<file path="src/rtl/vec_seq.sv">
`default_nettype none
// ============================================================================
// Module   : vec_seq
// Purpose  : Walks every WIDTH-bit vector into a combinational DUT, holds each
//            for HOLD cycles and checks the DUT output against a truth table.
// Option   : VEC_SEQ_GRAY_EN selects Gray-code vector order instead of binary.
// Revision : 1.0 - initial release
// ============================================================================
module vec_seq #(
  parameter int WIDTH = 4,
  parameter int HOLD  = 10
) (
  input  logic                   clk,
  input  logic                   rst_n,
  input  logic                   start,
  input  logic [(1<<WIDTH)-1:0]  exp_tbl,
  input  logic [(1<<WIDTH)-1:0]  skip,
  input  logic                   dut_x,
  output logic [WIDTH-1:0]       vec_out,
  output logic                   busy,
  output logic                   done,
  output logic [WIDTH:0]         err_cnt,
  output logic                   err_flag,
  output logic [WIDTH-1:0]       first_err
);

  localparam int                 c_n         = 1 << WIDTH;
  localparam int                 c_hw        = (HOLD > 1) ? $clog2(HOLD) : 1;
  localparam logic [c_hw-1:0]    c_hold_last = c_hw'(HOLD - 1);
  localparam logic [WIDTH-1:0]   c_idx_last  = {WIDTH{1'b1}};
  localparam logic [WIDTH:0]     c_err_max   = (WIDTH+1)'(c_n);

  typedef enum logic [1:0] {
    IDLE  = 2'd0,
    DRIVE = 2'd1,
    DONE  = 2'd2
  } state_t;

  state_t            r_state;
  state_t            w_state_nxt;
  logic [WIDTH-1:0]  r_idx;
  logic [c_hw-1:0]   r_hold;
  logic [WIDTH-1:0]  r_vec;
  logic [WIDTH:0]    r_err_cnt;
  logic              r_err_flag;
  logic [WIDTH-1:0]  r_first_err;

  logic [WIDTH-1:0]  w_cur;
  logic [WIDTH-1:0]  w_next_idx;
  logic [WIDTH-1:0]  w_next_vec;
  logic              w_in_drive;
  logic              w_cur_skip;
  logic              w_last_hold;
  logic              w_step;
  logic              w_miss;
  logic              w_start;

  // Sequence position to driven vector value.
  function automatic logic [WIDTH-1:0] map_idx(input logic [WIDTH-1:0] i);
`ifdef VEC_SEQ_GRAY_EN
    return i ^ (i >> 1);
`else
    return i;
`endif
  endfunction

  assign w_cur       = map_idx(r_idx);
  assign w_next_idx  = r_idx + 1'b1;
  assign w_next_vec  = map_idx(w_next_idx);
  assign w_in_drive  = (r_state == DRIVE);
  assign w_cur_skip  = skip[w_cur];
  assign w_last_hold = (r_hold == c_hold_last);
  assign w_step      = w_in_drive && (w_cur_skip || w_last_hold);
  assign w_miss      = w_in_drive && !w_cur_skip && w_last_hold && (dut_x != exp_tbl[w_cur]);
  assign w_start     = start && !w_in_drive;

  always_ff @(posedge clk) begin
    if (!rst_n) r_state <= IDLE;
    else        r_state <= w_state_nxt;
  end

  always_comb begin
    w_state_nxt = r_state;
    case (r_state)
      IDLE, DONE: if (start) w_state_nxt = DRIVE;
      DRIVE:      if (w_step && (r_idx == c_idx_last)) w_state_nxt = DONE;
      default:    w_state_nxt = IDLE;
    endcase
  end

  always_ff @(posedge clk) begin
    if (!rst_n) begin
      r_idx       <= '0;
      r_hold      <= '0;
      r_vec       <= '0;
      r_err_cnt   <= '0;
      r_err_flag  <= 1'b0;
      r_first_err <= '0;
    end else if (w_start) begin
      r_idx       <= '0;
      r_hold      <= '0;
      r_vec       <= map_idx('0);
      r_err_cnt   <= '0;
      r_err_flag  <= 1'b0;
      r_first_err <= '0;
    end else if (w_in_drive) begin
      if (w_step) begin
        r_hold <= '0;
        r_idx  <= w_next_idx;
        // A skipped next vector keeps the previous value on the DUT pins.
        if ((r_idx != c_idx_last) && !skip[w_next_vec]) r_vec <= w_next_vec;
      end else begin
        r_hold <= r_hold + 1'b1;
      end
      if (w_miss) begin
        if (r_err_cnt != c_err_max) r_err_cnt <= r_err_cnt + 1'b1;
        if (!r_err_flag) begin
          r_err_flag  <= 1'b1;
          r_first_err <= w_cur;
        end
      end
    end
  end

  assign vec_out   = r_vec;
  assign busy      = w_in_drive;
  assign done      = (r_state == DONE);
  assign err_cnt   = r_err_cnt;
  assign err_flag  = r_err_flag;
  assign first_err = r_first_err;

endmodule
`default_nettype wire

</file>
<file path="config.mk">
export PLATFORM = sky130hd
export DESIGN_NAME = vec_seq
export DESIGN_NICKNAME = d
export VERILOG_FILES = /design/src/rtl/vec_seq.sv
export SDC_FILE = /design/constraint.sdc
export NUM_CORES = 1
export LEC_CHECK = 0
export ABC_AREA = 1
export CAP_MARGIN = 10
export CELL_PAD_IN_SITES_DETAIL_PLACEMENT = 1
export CELL_PAD_IN_SITES_GLOBAL_PLACEMENT = 2
export CORE_AREA = 5 5 88 90
export CTS_CLUSTER_DIAMETER = 80
export DETAILED_ROUTE_END_ITERATION = 8
export DIE_AREA = 0 0 93 95
export PLACE_DENSITY = 0.95
export SYNTH_ARGS = -nofsm -noshare
export SYNTH_HDL_FRONTEND = slang
export SYNTH_SLANG_ARGS = --single-unit
</file>
<file path="constraint.sdc">
create_clock -name clk -period 4.2 [get_ports clk]
set_input_delay 0.42 -clock clk [delete_from_list [all_inputs] [get_ports clk]]
set_output_delay 0.42 -clock clk [all_outputs]
set_load 0.1 [all_outputs]
</file>
-- After elaboration in Yosys (flattened, before gate mapping)
Index checks and enable logic that the tools add are counted.
- muxes and demuxes: 10
- multipliers: 0
- div/mod/pow operators: 0
- add/subtract/negate cells: 3
- bitwise operators: 2
- $lt $le $gt $ge: 2
- equality and inequality tests: 9
- shifts and indexed selects: 0
- reductions and logical operators: 20
- operators with widths (cell ; count):
    $bmux 1 s4 ; 3
    $lt 4x5->1 const B ; 2
    $reduce_and 3->1 ; 3
    $add 4x1->4 const B ; 2
    $eq 4x4->1 const B ; 2
    $logic_and 1x1->1 ; 7
    $reduce_and 2->1 ; 3
    $add 5x1->5 const B ; 1
    $ne 5x5->1 const B ; 1
    $mux 2 ; 2
    $mux 4 ; 1
    $ne 4x4->1 const B ; 1
    $pmux 2 s2 ; 1
    $reduce_or 2->1 ; 2
    $logic_not 1->1 ; 3
    $mux 1 ; 3
    $eq 2x1->1 const B ; 1
    $eq 2x2->1 const B ; 1
    $logic_not 2->1 ; 1
    $ne 2x1->1 const B ; 1
    $ne 2x2->1 const B ; 1
    $not 1->1 ; 2
    $logic_or 1x1->1 ; 1
    $ne 1x1->1 ; 1
- memories kept: 0
- memory bits (read-only): 0
- bits of input ports: 36
- memory bits (writable): 0
- logic and storage cells: 53
- output and inout port bits: 16
- bits in latches: 0
- register bits: 24

-- Depth between registers and ports, before layout
Gate-level depths: netlist of run 1.
- depth in word-level cells: 7
- gate-level depth with buffers: 15
- gate-level depth less buffers: 14

-- Least setup slack after synthesis of run 1
No wires, ideal clock.
- path kind: register to output
- from: register r_state[1]
- to: output done
- path buffers: 0
- arrival time: 1.673 ns
- stages on the path, launching flop included: 3
- required time: 3.780 ns
- slack: 2.107 ns
- path through: dfxtp_1 > inv_1 > nor2_1
- word-level cells in the longest chain between the ends: 1
- RTL lines (what ; RTL line ; text):
    start, declared ; 39 ; state_t r_state;
    start signal, assigned ; 79 ; else r_state <= w_state_nxt;
    $eq 2x2->1 ; 127 ; assign done = (r_state == DONE);
    end, declared ; 21 ; output logic done,
Every way passes these cells.

-- Worst setup path after layout of run 1
- from: register r_state[0]
- to: output busy
- word-level cells in the longest chain between the ends: 1
- RTL lines (what ; RTL line ; text):
    $eq 2x1->1 ; 70 ; assign w_in_drive = (r_state == DRIVE);
    end, declared ; 20 ; output logic busy,
Every way passes these cells.

==> reports/results.ini, run 1 <==
[status]
status = finished, final reports clean

[place]
pre_cts_ws_ns = 1.62
hpwl_mm = 4.12
port_buffers = 51
gp_congestion = 0.749

[detailed_routing]
initialDrtViolationCount = 58
drc_errors = 0
wl_per_cell_um = 12.7
routed_wl_mm = 5.26
drt_pass1_iterations = 4
ant_nets = 0
vias = 1858
viasPerCell = 4.48

[setup_path]
crit_path_start_kind = register
endpoint_kind = output port
crit_arrival_ns = 2.07
cp_top_family = buffers and inverters
crit_type = reg2out
cp_slowest_cell = clkdlybuf4s50_1
rrSetupSlack_ns = 2.00
max_stage_delay_ns = 1.17
crit_buf_inv = 2
cp.required_ns = 3.78
cp_max_fo = 7
worstPathCellList = inv_2, nor2_4, clkdlybuf4s50_1

[clock_tree]
clk_path_buf_depth = 2
cts_resized = 0
cts_sinks = 24
root_buffer = clkbuf_8
clk_latency_ns = 0.27
hold_buffers = 0
cts_buffers = 3
cts_setup_buffers = 0
tritoncts = yes
clk_pin_slew_ns = 0.08
htreeDepth = 1

[sta]
max_freq_mhz = 401
final.setup.tns_ns = 0
period_needed_ns = 2.49
hold_ws_ns = 0.477
worst_slew_pin_slew_ns = 0.989
min_period_over_period_pct = 59.3
worst_slack_ns = 1.71
grt_setup_unrepaired = no
finalHoldViolations = 0
finClkSkew_ns = 0.00661
report.final.slew_viol_count = 0
relSlewSlack_pct = 33.9
finalSetupViolations = 0

[synthesis]
synth-main-ff-cell = dfxtp_1
ys_ff_latch = 24
yosysSeqAreaShare_pct = 27.6
syn-num-nets = 326
avgSynthCellArea_um2 = 6.11
yosysWarnings = 0
netlist_area_um2 = 1740
synth_edf_count = 0
synthArstFlopShare_pct = 0
postSynthCellCount = 285
synth_cell_types = 24

[die]
die-area_um2 = 8840
ioPinCount = 52
die_x_um = 93
rows = 31
die_h_um = 95
core_region_area_um2 = 6980
initial_core_util_pct = 24.9

[layout]
finalNetCount = 375
drive_above_1_share_pct = 6.01
nFillCells = 912
area_growth_pct = 36.0
layout_common_cells = 72 x nand2_1, 51 x clkdlybuf4s50_1, 46 x inv_1
diodes = 0
layout_commonest_cell = nand2_1

[global_routing]
overflow = 0
grt_usage_pct = 12.5
grt_max_degree = 35
grt_pass1_vias = 2025
grt_first_pass_wirelength_mm = 9.12
antenna_found_initial = 0

[power_and_ir_drop]
power_density_nw_per_um2 = 245
leakagePower_nw = 1.04
peakVddDrop_mv = 0.142

[flow_run]
cap_violations = 0

[worst_hold_path]
min_path_type = reg2reg

## through the flow
step / area (µm²) / total power [mW] / instances / util (%)
2_1_floorplan: 1740 / 0.328 / 285 / -
3_3_place_gp: 2290 / 0.378 / 410 / 32.8
3_5_place_dp: 2290 / 0.381 / 410 / 32.8
6_report: 2370 / 0.581 / 415 / 33.9
5_1_grt: 2370 / 0.617 / 415 / 33.9
4_1_cts: 2360 / 0.591 / 414 / 33.8
## path summary, 6_finish.rpt
kind | startpoint | endpoint | cells past startpoint
min reg2reg | vec_out[1]$_SDFFE_PP0P_ | vec_out[1]$_SDFFE_PP0P_ | 2
max | r_state[0]$_SDFFE_PN0P_ | busy | 3
max reg2reg | r_idx[0]$_SDFFE_PP0P_ | vec_out[2]$_SDFFE_PP0P_ | 11
min | vec_out[1]$_SDFFE_PP0P_ | vec_out[1]$_SDFFE_PP0P_ | 2
## report_power, final
group          internal (mW)  total (mW)  switching (mW)
registers              0.231       0.237         0.00514
logic                 0.0586       0.139          0.0800
clock network          0.128       0.206          0.0783
total                  0.418       0.581           0.163
## worst register-to-register path, stage by stage (launching register included)
cell and delay, ns:
dfxtp_1 0.44, buf_4 0.34, ha_1 0.43, a21oi_1 0.16, o21ai_0 0.13, nand3_1 0.09, nand3_1 0.08, nand2_1 0.08
nor2_1 0.04, nand3_1 0.14, nand2_1 0.08, a21oi_1 0.13
## flip-flops by register name (all words and copies together), names as in the netlist
| signal | count |
|---|---|
| err_cnt | 5 |
| first_err | 4 |
| r_hold | 4 |
| r_state | 2 |
| err_flag | 1 |
| vec_out | 4 |
| r_idx | 4 |
## area by class of cell
class | instances | area (µm²) | share of cell area, %
sequential | 24 | 480 | 20.3
multi-input combinational | 200 | 992 | 41.9
inverter | 52 | 195 | 8.25
clock inverter | 1 | 30.0 | 1.27
timing repair buffer | 53 | 526 | 22.2
clock buffer | 3 | 41.3 | 1.74
tap | 82 | 103 | 4.33
## cell families after synthesis
kind of cell | count (synthesis) | synth area share, %
fa+ha+maj | 5 | 3.59
compound gates | 39 | 11.8
xor+xnor | 5 | 2.52
flops | 24 | 27.6
simple gates | 151 | 39.1
buf+inv | 61 | 15.4
## layer usage
layer	GRT usage, %	wire length, µm	vias up
met5	0	0	-
met4	3.66	62	0
met3	1.75	181	5
met2	22.6	2510	32
met1	15.5	2510	837
li1	-	-	984
## Yosys cell counts (all sizes together) (2+ instances only)
library cell  number  area [µm²]
nor2              30         144
nand2             77         312
xor2               5        43.8
o21ai             16        80.1
dfxtp             24         480
a21oi             19        95.1
nor4               2        12.5
buf                8        68.8
nand3             39         195
o211ai             4        30.0
inv               52         195
ha                 5        62.6
Note: power is estimated with default switching activity, not from simulation.
==> run 2: changes to the inputs <==
--- a/config.mk
+++ b/config.mk
@@ -9,11 +9,11 @@
 export CAP_MARGIN = 10
 export CELL_PAD_IN_SITES_DETAIL_PLACEMENT = 1
 export CELL_PAD_IN_SITES_GLOBAL_PLACEMENT = 2
-export CORE_AREA = 5 5 88 90
+export CORE_AREA = 5 5 98 100
 export CTS_CLUSTER_DIAMETER = 80
 export DETAILED_ROUTE_END_ITERATION = 8
-export DIE_AREA = 0 0 93 95
-export PLACE_DENSITY = 0.95
+export DIE_AREA = 0 0 103 105
+export PLACE_DENSITY = 0.84
 export SYNTH_ARGS = -nofsm -noshare
 export SYNTH_HDL_FRONTEND = slang
 export SYNTH_SLANG_ARGS = --single-unit
==> constraint.sdc (replaced) <==
create_clock -name clk -period 2.2 [get_ports clk]
set_input_delay 0.22 -clock clk [delete_from_list [all_inputs] [get_ports clk]]
set_output_delay 0.22 -clock clk [all_outputs]
set_load 0.1 [all_outputs]
==> run 2 against run 1 <==
Compared with the run above: global-route usage shrank 2.5 points; via count grew 1.2%; sequential cell count stayed put; worst setup slack got worse by 1.5 ns; cell count up 7.0%; cell area rose by 1.2%; clock-buffer cell count unchanged.
==> reports/results.ini, run 2 (same netlist as run 1, synthesis figures left out) <==
[setup_path]
crit_type = reg2reg
cp.required_ns = 2.37  ; -1.41 ns
crit_arrival_ns = 2.12  ; +0.05 ns
crit_path_start_kind = register
timing.rr.start = r_idx[0]$_SDFFE_PP0P_
endpoint_kind = register
cp_max_fo = 10  ; +3
crit_path_start = r_idx[0]$_SDFFE_PP0P_

[power_and_ir_drop]
leakagePower_nw = 1.09  ; +4.9%
p_total_mw = 1.11  ; +92%
peakVddDrop_mv = 0.199  ; +40%
power_density_nw_per_um2 = 465  ; +89%

[die]
die-area_um2 = 10800  ; +22%
core_region_area_um2 = 8590  ; +23%
initial_core_util_pct = 20.3  ; -4.7 points
die_x_um = 103  ; +11%
rows = 34  ; +9.7%
die_h_um = 105  ; +11%
ioPinCount = 52  ; unchanged

[clock_tree]
tritoncts = yes
clk_latency_ns = 0.27  ; about the same
cts_sinks = 24  ; unchanged
cts_setup_buffers = 0  ; unchanged
clk_pin_slew_ns = 0.09  ; about the same
hold_buffers = 0  ; unchanged
cts_resized = 0  ; unchanged
htreeDepth = 1  ; unchanged
root_buffer = clkbuf_8
clk_path_buf_depth = 2  ; unchanged
cts_buffers = 3  ; unchanged

[global_routing]
grt_first_pass_wirelength_mm = 8.89  ; -2.5%
met1_usage_pct = 11.7  ; -3.7 points
grt_usage_pct = 10.0  ; -2.5 points
met2_usage_pct = 18.1  ; -4.5 points
globalRoute.busiestLayer = met2
grt_util_met3_pct = 2.20  ; +0.45 points
overflow = 0  ; unchanged
grt_pass1_vias = 1929  ; -4.7%
grt_max_degree = 37  ; +5.7%
antenna_found_initial = 0  ; unchanged

[sta]
report.final.slew_viol_count = 0  ; unchanged
finalHoldViolations = 0  ; unchanged
min_period_over_period_pct = 88.5
grt_setup_unrepaired = no
finClkSkew_ns = 0.00470  ; -0.00191 ns
finalSetupViolations = 0  ; unchanged
hold_ws_ns = 0.483  ; +0.00629 ns
relSlewSlack_pct = 73.9  ; +40 points
final.setup.tns_ns = 0  ; unchanged
period_needed_ns = 1.95
worst_slack_ns = 0.252  ; -1.46 ns
worst_slew_pin_slew_ns = 0.392  ; -0.597 ns
max_freq_mhz = 513

[layout]
multi_input_area_um2 = 992  ; unchanged
diodes = 0  ; unchanged
postLayoutCellArea_um2 = 2390  ; +1.2%
regArea_um2 = 480  ; unchanged
nFillCells = 1086  ; +19%
area_growth_pct = 37.6
layout_commonest_cell = nand2_1
drive_above_1_share_pct = 11.6  ; +5.6 points
largest_reg_flops = 5  ; unchanged
layout_common_cells = 72 x nand2_1, 46 x inv_1, 39 x nand3_1
finalNetCount = 378  ; +0.80%

[detailed_routing]
ant_nets = 0  ; unchanged
initialDrtViolationCount = 59  ; +1.7%
routed_wl_mm = 5.48  ; +4.1%
drc_errors = 0  ; unchanged
wl_per_cell_um = 12.3  ; -2.7%
drt_pass1_iterations = 3  ; -1
vias = 1880  ; +1.2%
viasPerCell = 4.23  ; -5.4%

[worst_hold_path]
min_path_type = reg2reg
min_from = vec_out[2]$_SDFFE_PP0P_

[flow_run]
cap_violations = 0  ; unchanged

[place]
port_buffers = 51  ; unchanged
pre_cts_ws_ns = 0.238  ; -1.38 ns
hpwl_mm = 4.37  ; +6.1%
place_area_um2 = 2320  ; +1.5%
gp_congestion = 0.799  ; +6.7%

[status]
status = finished, final reports clean

[run 2: cell count changes in the layout (fill, tap and decap cells not counted)]
cell	change
buf_4	+18
clkdlybuf4s50_1	-16
buf_12	+1
[run 2: per-layer routing]
layer	share of wire, %	up-vias
met4	0.99	0
met2	49	33
li1	-	993
met1	44	849
met3	5.7	5
met5	0	-
[run 2: path summary, 6_finish.rpt]
| check | endpoint | slack, ns | cells past startpoint |
|---|---|---|---|
| min reg2reg | vec_out[2]$_SDFFE_PP0P_ | 0.48 | 2 |
| min | vec_out[2]$_SDFFE_PP0P_ | 0.48 | 2 |
| max | vec_out[3]$_SDFFE_PP0P_ | 0.25 | 10 |
| max reg2reg | vec_out[3]$_SDFFE_PP0P_ | 0.25 | 10 |
[run 2: area by class of cell]
class                      count  area share (%)
clock inverter                 1            1.25
tap                          108            5.64
timing repair buffer          56            21.7
sequential                    24            20.1
inverter                      52            8.15
clock buffer                   3            1.72
multi-input combinational    200            41.4
[run 2: worst max-delay path: stages (launching register included)]
cell and delay (ns):
dfxtp_1 0.38, ha_1 0.55, a21oi_1 0.07, o21ai_0 0.12, nand3_1 0.10, nand3_1 0.10
nand2_1 0.07, nor2_1 0.10, nand3_1 0.15, o21ai_1 0.17, nor2_1 0.06
[run 2: power by group]
group | internal, mW | switching [mW]
registers | 0.442 | 0.0104
clock network | 0.244 | 0.147
logic | 0.116 | 0.154
total | 0.801 | 0.311
[run 2: per-stage QoR]
step	util (%)	cells
2_1_floorplan	-	285
3_3_place_gp	27.0	440
3_5_place_dp	27.0	440
4_1_cts	27.9	444
5_1_grt	27.9	444
6_report	27.9	444
==> run 3: changes to the inputs <==
--- a/config.mk
+++ b/config.mk
@@ -9,11 +9,13 @@
 export CAP_MARGIN = 10
 export CELL_PAD_IN_SITES_DETAIL_PLACEMENT = 1
 export CELL_PAD_IN_SITES_GLOBAL_PLACEMENT = 2
-export CORE_AREA = 5 5 98 100
+export CORE_AREA = 5 5 84 86
 export CTS_CLUSTER_DIAMETER = 80
 export DETAILED_ROUTE_END_ITERATION = 8
-export DIE_AREA = 0 0 103 105
-export PLACE_DENSITY = 0.84
+export DIE_AREA = 0 0 89 91
+export DONT_BUFFER_PORTS = 1
+export MAX_ROUTING_LAYER = met4
+export PLACE_DENSITY = 0.86
 export SYNTH_ARGS = -nofsm -noshare
 export SYNTH_HDL_FRONTEND = slang
 export SYNTH_SLANG_ARGS = --single-unit
==> run 3 against run 2 <==
Compared with the run above: sequential power is essentially flat; power shrank 14%; wire length shrank 10%; sequential cell count is the same; utilization grew 3.9 points; clock power shrank 23%; sequential share of layout area grew 4.3 points; register-to-register slack gained 0.03 ns; critical endpoint unchanged.
==> reports/results.ini, run 3 (same netlist as run 1, synthesis figures left out) <==
[detailed_routing]
initialDrtViolationCount = 59  ; unchanged
wl_per_cell_um = 13.1  ; +6.0%
vias = 1760  ; -6.4%
ant_nets = 0  ; unchanged
drc_errors = 0  ; unchanged
routed_wl_mm = 4.92  ; -10%
drt_pass1_iterations = 4  ; +1
viasPerCell = 4.68  ; +11%

[setup_path]
crit_path_start_kind = register
cp.required_ns = 2.37  ; about the same
worstPathCellList = ha_1, a21oi_1, o21ai_0, nand3_1, nand3_1, nand2_1, nor2_1, nand3_1, o21ai_1, nor2_1
crit_arrival_ns = 2.09  ; -0.03 ns
max_stage_delay_ns = 0.55  ; about the same
reg2reg_depth = 10  ; unchanged
cp_slowest_cell = ha_1
cpMostUsedCell = nand3_1
cp_top_family = simple AND/OR/NAND/NOR gates
timing.rr.start = r_idx[0]$_SDFFE_PP0P_
rrSetupSlack_ns = 0.28  ; +0.03 ns
r2r-end = vec_out[3]$_SDFFE_PP0P_
endpoint_kind = register
crit_type = reg2reg
cp_max_fo = 10  ; unchanged
crit_buf_inv = 0  ; unchanged

[sta]
max_freq_mhz = 521  ; +1.5%
period_needed_ns = 1.92  ; -0.0283 ns
report.final.slew_viol_count = 0  ; unchanged
relSlewSlack_pct = 66.5  ; -7.4 points
final.setup.tns_ns = 0  ; unchanged
finalSetupViolations = 0  ; unchanged
finalHoldViolations = 0  ; unchanged
min_period_over_period_pct = 87.3  ; -1.3 points
grt_setup_unrepaired = no
hold_ws_ns = 0.102  ; -0.381 ns
worst_slew_pin_slew_ns = 0.501  ; +0.110 ns
finClkSkew_ns = 0.00465  ; -0.0000447 ns

[clock_tree]
root_buffer = clkbuf_8
htreeDepth = 1  ; unchanged
clk_pin_slew_ns = 0.09  ; about the same
hold_buffers = 0  ; unchanged
clk_path_buf_depth = 2  ; unchanged
cts_sinks = 24  ; unchanged
tritoncts = yes
cts_setup_buffers = 0  ; unchanged
cts_buffers = 3  ; unchanged
clk_latency_ns = 0.26  ; about the same
cts_resized = 0  ; unchanged

[layout]
finalNetCount = 341  ; -9.8%
nFillCells = 833  ; -23%
layout_commonest_cell = nand2_1
area_growth_pct = 13.1
diodes = 0  ; unchanged
largest_reg_flops = 5  ; unchanged
utilization_pct = 31.7  ; +3.9 points
layout_common_cells = 72 x nand2_1, 46 x inv_1, 39 x nand3_1
drive_above_1_share_pct = 12.7  ; +1.1 points

[die]
rows = 29  ; -15%
core_region_area_um2 = 6200  ; -28%
initial_core_util_pct = 28.1  ; +7.8 points
ioPinCount = 52  ; unchanged
die_x_um = 89  ; -14%
die_h_um = 91  ; -13%
die-area_um2 = 8100  ; -25%

[worst_hold_path]
hold_end = r_state[0]$_SDFFE_PN0P_
min_path_type = in2reg
min_path_cells = 2  ; unchanged
min_from = start

[global_routing]
grt_usage_pct = 13.3  ; +3.3 points
grt_first_pass_wirelength_mm = 8.54  ; -4.0%
grt_pass1_vias = 1860  ; -3.6%
antenna_found_initial = 0  ; unchanged
overflow = 0  ; unchanged
grt_max_degree = 38  ; +2.7%

[power_and_ir_drop]
p_sw_share_pct = 30.7  ; +2.7 points
p_int_uw = 660  ; -18%
power_switching_uw = 292  ; -6.2%
seqPwrFrac_pct = 47.3  ; +6.7 points
leakagePower_nw = 0.933  ; -14%
power.share.clock_pct = 31.7  ; -3.4 points
power_frac_comb_pct = 21.0  ; -3.2 points
power_density_nw_per_um2 = 484  ; +4.1%
peakVddDrop_mv = 0.228  ; +15%

[place]
hpwl_mm = 3.97  ; -9.1%
port_buffers = 0  ; -100%
gp_congestion = 0.753  ; -5.7%

[flow_run]
cap_violations = 0  ; unchanged

[status]
status = finished, final reports clean

[run 3: final cells by class]
cell class / count / area [µm²] / share of cell area [%]
clock buffer: 4 / 55.1 / 2.80
inverter: 52 / 195 / 9.92
timing repair buffer: 19 / 146 / 7.44
sequential: 24 / 480 / 24.4
multi-input combinational: 200 / 995 / 50.5
tap: 77 / 96.3 / 4.90
[run 3: how the worst max path moves through the flow]
stage / cells after the start / end / slack [ns] / start
after floorplan: 6 / err_cnt[0]$_SDFFE_PP0P_ / 0.24 / err_cnt[0]$_SDFFE_PP0P_
after global placement: 8 / vec_out[0]$_SDFFE_PP0P_ / 0.30 / r_idx[2]$_SDFFE_PP0P_
after detailed placement: 12 / first_err[2]$_SDFFE_PP0P_ / 0.28 / r_idx[0]$_SDFFE_PP0P_
after CTS: 12 / first_err[2]$_SDFFE_PP0P_ / 0.26 / r_idx[0]$_SDFFE_PP0P_
after global routing: 11 / r_state[1]$_SDFFE_PN0P_ / 0.08 / r_idx[0]$_SDFFE_PP0P_
final: 10 / vec_out[3]$_SDFFE_PP0P_ / 0.28 / r_idx[0]$_SDFFE_PP0P_
[run 3: per-layer routing]
| layer | global-route usage (%) | vias to the layer above | part of all wire, % |
|---|---|---|---|
| li1 | - | 917 | - |
| met1 | 16.5 | 815 | 46 |
| met2 | 22.4 | 26 | 49 |
| met3 | 1.72 | 2 | 4.6 |
| met4 | 3.35 | 0 | 0.63 |
| met5 | - | - | 0 |
[run 3: power by group through the flow]
| stage | sequential [mW] | clock, mW | combinational [mW] |
|---|---|---|---|
| 3_5_place_dp | 0.460 | 0 | 0.202 |
| 3_3_place_gp | 0.460 | 0 | 0.198 |
| 5_1_grt | 0.452 | 0.336 | 0.228 |
| 6_report | 0.450 | 0.302 | 0.200 |
| 4_1_cts | 0.450 | 0.312 | 0.202 |
| 2_1_floorplan | 0.469 | 0 | 0.158 |
[run 3: stage by stage]
step	std cells	area [µm²]	power (mW)	setup slack, ns
after global routing	376	1970	1.02	0.0843
after detailed placement	372	1910	0.662	0.277
after global placement	372	1910	0.659	0.305
after floorplan	285	1740	0.626	0.235
after CTS	376	1960	0.964	0.259
final	376	1970	0.952	0.280
